===== config.mk =====
export PLATFORM = sky130hd
export DESIGN_NAME = systolic_array
export DESIGN_NICKNAME = d
export VERILOG_FILES = /design/src/rtl/systolic_array.sv
export SDC_FILE = /design/constraint.sdc
export NUM_CORES = 2
export LEC_CHECK = 0
export BUFFER_PORTS_ARGS = -buffer_cell sky130_fd_sc_hd__buf_2
export CORE_MARGIN = 5
export CORE_UTILIZATION = 45
export CTS_BUF_LIST = sky130_fd_sc_hd__clkbuf_4
export CTS_CLUSTER_DIAMETER = 30
export DETAILED_ROUTE_END_ITERATION = 7
export PLACE_DENSITY_LB_ADDON = 0.08
export SYNTH_ARGS = -nofsm -noshare
export SYNTH_HDL_FRONTEND = slang
export SYNTH_SLANG_ARGS = --single-unit

===== constraint.sdc =====
create_clock -name clk -period 8.4 [get_ports clk]
set_input_delay 1.68 -clock clk [delete_from_list [all_inputs] [get_ports clk]]
set_output_delay 1.68 -clock clk [all_outputs]
set_load 0.005 [all_outputs]

===== src/rtl/systolic_array.sv =====
// systolic_array: 2x2 weight-stationary MAC array in signed fixed point, partial sums flowing down.
// Define SYSTOLIC_SATURATE_EN to saturate the scaled product and the accumulation instead of wrapping.

module systolic_pe #(
    parameter int DATA_W = 16,
    parameter int FRAC_W = 8
) (
    input  logic              clk,
    input  logic              rst,
    input  logic [DATA_W-1:0] input_in,
    input  logic [DATA_W-1:0] psum_in,
    input  logic [DATA_W-1:0] weight_in,
    input  logic              valid_in,
    input  logic              accept_w,
    input  logic              switch_in,
    output logic [DATA_W-1:0] input_out,
    output logic [DATA_W-1:0] psum_out,
    output logic [DATA_W-1:0] weight_out,
    output logic              valid_out,
    output logic              switch_out
);
    logic [DATA_W-1:0]          wsh_reg;
    logic [DATA_W-1:0]          wact_reg;
    logic [DATA_W-1:0]          input_out_reg;
    logic [DATA_W-1:0]          psum_out_reg;
    logic                       valid_out_reg;
    logic                       switch_out_reg;
    logic signed [2*DATA_W-1:0] product;
    logic [DATA_W-1:0]          scaled;
    logic [DATA_W-1:0]          psum_next;

    assign product = $signed(input_in) * $signed(wact_reg);

`ifdef SYSTOLIC_SATURATE_EN
    localparam logic signed [2*DATA_W-1:0] WIDE_MAX = {{(DATA_W+1){1'b0}}, {(DATA_W-1){1'b1}}};
    localparam logic signed [2*DATA_W-1:0] WIDE_MIN = {{(DATA_W+1){1'b1}}, {(DATA_W-1){1'b0}}};
    localparam logic [DATA_W-1:0]          SAT_MAX  = {1'b0, {(DATA_W-1){1'b1}}};
    localparam logic [DATA_W-1:0]          SAT_MIN  = {1'b1, {(DATA_W-1){1'b0}}};

    logic signed [2*DATA_W-1:0] shifted;
    logic [DATA_W:0]            sum_wide;

    always_comb begin
        shifted = product >>> FRAC_W;
        if (shifted > WIDE_MAX) begin
            scaled = SAT_MAX;
        end else if (shifted < WIDE_MIN) begin
            scaled = SAT_MIN;
        end else begin
            scaled = shifted[DATA_W-1:0];
        end
        // One guard bit is enough to detect overflow of a two-operand sum.
        sum_wide = {psum_in[DATA_W-1], psum_in} + {scaled[DATA_W-1], scaled};
        if (sum_wide[DATA_W] != sum_wide[DATA_W-1]) begin
            psum_next = sum_wide[DATA_W] ? SAT_MIN : SAT_MAX;
        end else begin
            psum_next = sum_wide[DATA_W-1:0];
        end
    end
`else
    logic unused_product;

    // Arithmetic shift then truncation is just a bit-field of the full product.
    assign scaled         = product[FRAC_W +: DATA_W];
    assign psum_next      = psum_in + scaled;
    assign unused_product = ^product;
`endif

    always_ff @(posedge clk or posedge rst) begin
        if (rst) begin
            wsh_reg        <= '0;
            wact_reg       <= '0;
            input_out_reg  <= '0;
            psum_out_reg   <= '0;
            valid_out_reg  <= 1'b0;
            switch_out_reg <= 1'b0;
        end else begin
            if (accept_w) begin
                wsh_reg <= weight_in;
            end
            // Copies the pre-edge shadow, so a simultaneous shift lands only in the shadow.
            if (switch_in) begin
                wact_reg <= wsh_reg;
            end
            switch_out_reg <= switch_in;
            if (valid_in) begin
                psum_out_reg  <= psum_next;
                input_out_reg <= input_in;
                valid_out_reg <= 1'b1;
            end else begin
                psum_out_reg  <= '0;
                input_out_reg <= '0;
                valid_out_reg <= 1'b0;
            end
        end
    end

    assign input_out  = input_out_reg;
    assign psum_out   = psum_out_reg;
    assign weight_out = wsh_reg;
    assign valid_out  = valid_out_reg;
    assign switch_out = switch_out_reg;
endmodule

module systolic_array #(
    parameter int DATA_W = 16,
    parameter int FRAC_W = 8
) (
    input  logic              clk,
    input  logic              rst,
    input  logic [DATA_W-1:0] sys_data_in_1x,
    input  logic [DATA_W-1:0] sys_data_in_2x,
    input  logic              sys_start,
    input  logic [DATA_W-1:0] sys_weight_in_x1,
    input  logic [DATA_W-1:0] sys_weight_in_x2,
    input  logic              sys_accept_w_1,
    input  logic              sys_accept_w_2,
    input  logic              sys_switch_in,
    output logic [DATA_W-1:0] sys_data_out_x1,
    output logic [DATA_W-1:0] sys_data_out_x2,
    output logic              sys_valid_out_x1,
    output logic              sys_valid_out_x2
);
    logic [DATA_W-1:0] row_data   [2];
    logic [DATA_W-1:0] col_weight [2];
    logic              col_accept [2];

    logic [DATA_W-1:0] pe_input_in   [2][2];
    logic [DATA_W-1:0] pe_psum_in    [2][2];
    logic [DATA_W-1:0] pe_weight_in  [2][2];
    logic              pe_valid_in   [2][2];
    logic              pe_switch_in  [2][2];
    logic [DATA_W-1:0] pe_input_out  [2][2];
    logic [DATA_W-1:0] pe_psum_out   [2][2];
    logic [DATA_W-1:0] pe_weight_out [2][2];
    logic              pe_valid_out  [2][2];
    logic              pe_switch_out [2][2];
    logic              unused_edges;

    assign row_data[0]   = sys_data_in_1x;
    assign row_data[1]   = sys_data_in_2x;
    assign col_weight[0] = sys_weight_in_x1;
    assign col_weight[1] = sys_weight_in_x2;
    assign col_accept[0] = sys_accept_w_1;
    assign col_accept[1] = sys_accept_w_2;

    genvar gi, gj;
    generate
        for (gi = 0; gi < 2; gi++) begin : g_row
            for (gj = 0; gj < 2; gj++) begin : g_col
                if (gj == 0) begin : g_left
                    assign pe_input_in[gi][gj] = row_data[gi];
                end else begin : g_right
                    assign pe_input_in[gi][gj] = pe_input_out[gi][gj-1];
                end

                if (gi == 0) begin : g_top
                    assign pe_psum_in[gi][gj]   = '0;
                    assign pe_weight_in[gi][gj] = col_weight[gj];
                end else begin : g_below
                    assign pe_psum_in[gi][gj]   = pe_psum_out[gi-1][gj];
                    assign pe_weight_in[gi][gj] = pe_weight_out[gi-1][gj];
                end

                // Valid runs along row 1 and down column 1; the switch wave runs down each column from row 1.
                if (gj > 0) begin : g_valid_left
                    assign pe_valid_in[gi][gj] = pe_valid_out[gi][gj-1];
                end else if (gi > 0) begin : g_valid_up
                    assign pe_valid_in[gi][gj] = pe_valid_out[gi-1][0];
                end else begin : g_valid_edge
                    assign pe_valid_in[gi][gj] = sys_start;
                end

                if (gi > 0) begin : g_switch_up
                    assign pe_switch_in[gi][gj] = pe_switch_out[gi-1][gj];
                end else if (gj > 0) begin : g_switch_left
                    assign pe_switch_in[gi][gj] = pe_switch_out[0][gj-1];
                end else begin : g_switch_edge
                    assign pe_switch_in[gi][gj] = sys_switch_in;
                end

                systolic_pe #(
                    .DATA_W(DATA_W),
                    .FRAC_W(FRAC_W)
                ) u_pe (
                    .clk        (clk),
                    .rst        (rst),
                    .input_in   (pe_input_in[gi][gj]),
                    .psum_in    (pe_psum_in[gi][gj]),
                    .weight_in  (pe_weight_in[gi][gj]),
                    .valid_in   (pe_valid_in[gi][gj]),
                    .accept_w   (col_accept[gj]),
                    .switch_in  (pe_switch_in[gi][gj]),
                    .input_out  (pe_input_out[gi][gj]),
                    .psum_out   (pe_psum_out[gi][gj]),
                    .weight_out (pe_weight_out[gi][gj]),
                    .valid_out  (pe_valid_out[gi][gj]),
                    .switch_out (pe_switch_out[gi][gj])
                );
            end
        end
    endgenerate

    assign unused_edges = ^{pe_input_out[0][1], pe_input_out[1][1],
                            pe_weight_out[1][0], pe_weight_out[1][1],
                            pe_switch_out[1][0], pe_switch_out[1][1],
                            pe_valid_out[0][1]};

    assign sys_data_out_x1  = pe_psum_out[1][0];
    assign sys_data_out_x2  = pe_psum_out[1][1];
    assign sys_valid_out_x1 = pe_valid_out[1][0];
    assign sys_valid_out_x2 = pe_valid_out[1][1];
endmodule


==> impl_metrics.yaml <==
floorplan:
  dieArea_mm2: 0.0913
  io_pins: 104
  die_x_um: 302
  dieHeight_um: 302
  rows: 107
  coreArea_mm2: 0.0850
  initial_core_util: 0.452
timing:
  setup_viol: 0
  min_period_ns: 7.88
  hold_ws_ns: 0.479
  slew_headroom: 0.313
  max_freq_mhz: 127
  rsz0062_at_grt: "no"
  worstMarginPinSlew_ns: 1.03
  hold_viol_final: 0
  maxSlewViolCount: 0
  post-route-period-util: 0.938
  fin_worst_skew_ns: 0.0452
clocking:
  cts_tree: "yes"
  clockBufferDepth: 3
  cts.repair.resized: 0
  post_cts_buffers: 0
  clk_latency_ns: 0.78
  htreeDepth: 3
  cts_hold_buf: 0
  ctsRootBufferMaster: "clkbuf_4"
  path_clk_slew_ns: 0.08
  cts.sinks: 229
  cts_buffers: 69
placement:
  place.gp.congestion: 0.852
  dp.cells: 5136
  placed_area_mm2: 0.0402
  dp_hpwl_um: 76000
  port_buffers: 103
logic_synthesis:
  ys_top_cells_by_count: "933 x inv_1, 746 x fa_1, 504 x nand2_1"
  synth.largest_area_cell: "fa_1"
  postSynthAreaPerCell_um2: 9.63
  yosysMostFrequentCell: "inv_1"
  synthMuxAreaShare: 0.0369
  synthArstFlopShare: 1.00
  yosys.area.top_type_share: 0.389
  synth_cell_types: 56
  yosysSeqAreaShare: 0.149
  synth-seq-cells: 229
  synth_top_family_by_area: "adder cells"
  synthSimpleGateAreaFrac: 0.150
  synthAdderAreaFrac: 0.490
  synth-xor-area-share: 0.0365
  yosys-top-cells-area: "fa_1 39%, dfrtp_1 15%, ha_1 10%, inv_1 9.1%, and2_1 7.5%"
  synth_flop_cell: "dfrtp_1"
  synth-edff-count: 0
  syn_nets: 5115
  yosysWarnings: 0
  synth_cells: 3989
  synthesis.area_mm2: 0.0384
  synth-compound-area-share: 0.0303
critical_path:
  critPathCapture: "g_row[1].g_col[1].u_pe.psum_out[15]$_DFF_PP0_"
  crit_start: "g_row[1].g_col[1].u_pe.wact_reg[1]$_DFFE_PP0P_"
  worstPathMaxFanout: 17
  r2r-start: "g_row[1].g_col[1].u_pe.wact_reg[1]$_DFFE_PP0P_"
  cp.arrival_ns: 8.51
  reg2reg_depth: 28
  worstSetupEndpointType: "flip-flop"
  worstReg2RegEnd: "g_row[1].g_col[1].u_pe.psum_out[15]$_DFF_PP0_"
  slowest_stage: "dfrtp_1"
  slowest_delay_ns: 0.85
  r2r_slack_ns: 0.52
  crit_top_cell: "fa_1"
  critical_path_class: "flip-flop to flip-flop"
  required_ns: 9.02
  cp-start-kind: "flip-flop"
global_route:
  grt_max_degree: 83
  antenna_found_initial: 7
  gr-usage-all-layers: 0.218
  first_global_vias: 28603
  grt_pass1_wl_um: 156000
  grt.overflow.total: 0
hold_path:
  hold_class: "flip-flop to flip-flop"
final_layout:
  utilization: 0.484
  fin_cells: 5258
  syn2layout_area_growth_pct: 7.18
  fin_nets: 5189
  stdcell_area_mm2: 0.0412
  drive_gt1_frac: 0.103
routing:
  wl_per_cell_um: 17.8
  ant_nets: 0
  drc: 0
  first_pass_iters: 5
  via_per_inst: 4.87
  routed_wl_um: 93600
  vias: 25602
  dr.first_iter.drc_count: 1055
flow_run:
  cap_violations: 0
outcome:
  status: "finished clean"
==> kinds of logic (layout without fill, tap and decap cells) <==
logic type	after synthesis	in the layout
and+or+nand+nor	1151	1151
buffers and inverters	1096	1219
adders and majority gates	1056	1056
DFF	229	229
AOI/OAI and AO/OA	171	171
xor gates and xnor gates	160	160
muxes	126	126
other	0	2
==> worst max-delay path: cells and delay by family, from the launching register on <==
family | cells | cell delay [ns]
AO/OA/AOI/OAI | 9 | 1.70
flip-flops | 1 | 0.85
AND/OR/NAND/NOR | 6 | 1.06
adder cells (fa/ha/maj) | 8 | 3.69
XOR/XNOR | 2 | 0.27
buffers and inverters | 3 | 0.14
==> worst min-delay path by stage <==
stage,start,end,slack [ns],depth (start not counted)
after floorplan,g_row[0].g_col[0].u_pe.switch_out$_DFF_PP0_,g_row[0].g_col[1].u_pe.switch_out$_DFF_PP0_,0.35,0
after global placement,g_row[1].g_col[1].u_pe.weight_out[9]$_DFFE_PP0P_,g_row[1].g_col[1].u_pe.wact_reg[9]$_DFFE_PP0P_,0.49,1
after detailed placement,g_row[1].g_col[1].u_pe.weight_out[9]$_DFFE_PP0P_,g_row[1].g_col[1].u_pe.wact_reg[9]$_DFFE_PP0P_,0.49,1
after CTS,g_row[1].g_col[0].u_pe.weight_out[2]$_DFFE_PP0P_,g_row[1].g_col[0].u_pe.wact_reg[2]$_DFFE_PP0P_,0.46,1
after global routing,g_row[1].g_col[1].u_pe.weight_out[5]$_DFFE_PP0P_,g_row[1].g_col[1].u_pe.wact_reg[5]$_DFFE_PP0P_,0.50,1
final,g_row[1].g_col[0].u_pe.weight_out[2]$_DFFE_PP0P_,g_row[1].g_col[0].u_pe.wact_reg[2]$_DFFE_PP0P_,0.48,1
==> routing by layer <==
layer / global-route usage / routed length, µm
met1: 0.294 / 41900
met2: 0.369 / 45300
met3: 0.0348 / 4000
met4: 0.0571 / 2360
met5: 0 / 0
==> cell type report <==
cell class	instances	area, µm²
inverters	934	3510
fillers	8282	43800
clock inverters	22	208
clock buffers	98	736
well taps	1144	1430
flip-flops and latches	229	5730
diodes	2	5.00
repair buffers	165	981
multi-input cells	2664	28600
==> per-stage QoR <==
| step | setup TNS (ns) | setup WS [ns] |
|---|---|---|
| after detailed placement | -0.0490 | -0.0490 |
| final | 0 | 0.518 |
| after floorplan | 0 | 0.155 |
| after CTS | 0 | 0.501 |
| after global routing | 0 | 0.117 |
| after global placement | 0 | 0.0427 |
==> cell usage in the layout (no fill, tap or decap), drive strengths merged, types with 8 or more instances in the layout <==
cell type and count:
clkbuf 98, nand2 504, clkinv 15, ha 310, nor2 67, o21bai 8, nor3b 11, nor2b 24
xnor2 123, mux2 124, a21o 20, o21a 12, and2 462, nand3 15, a21oi 57, fa 746
xor2 37, nor3 15, inv 936, dfrtp 229, o21ai 39, buf 165, nand2b 28
Power is left out: the tool's default activity adds up to more than one toggle a clock period on the data nets, which glitch-free logic cannot reach.
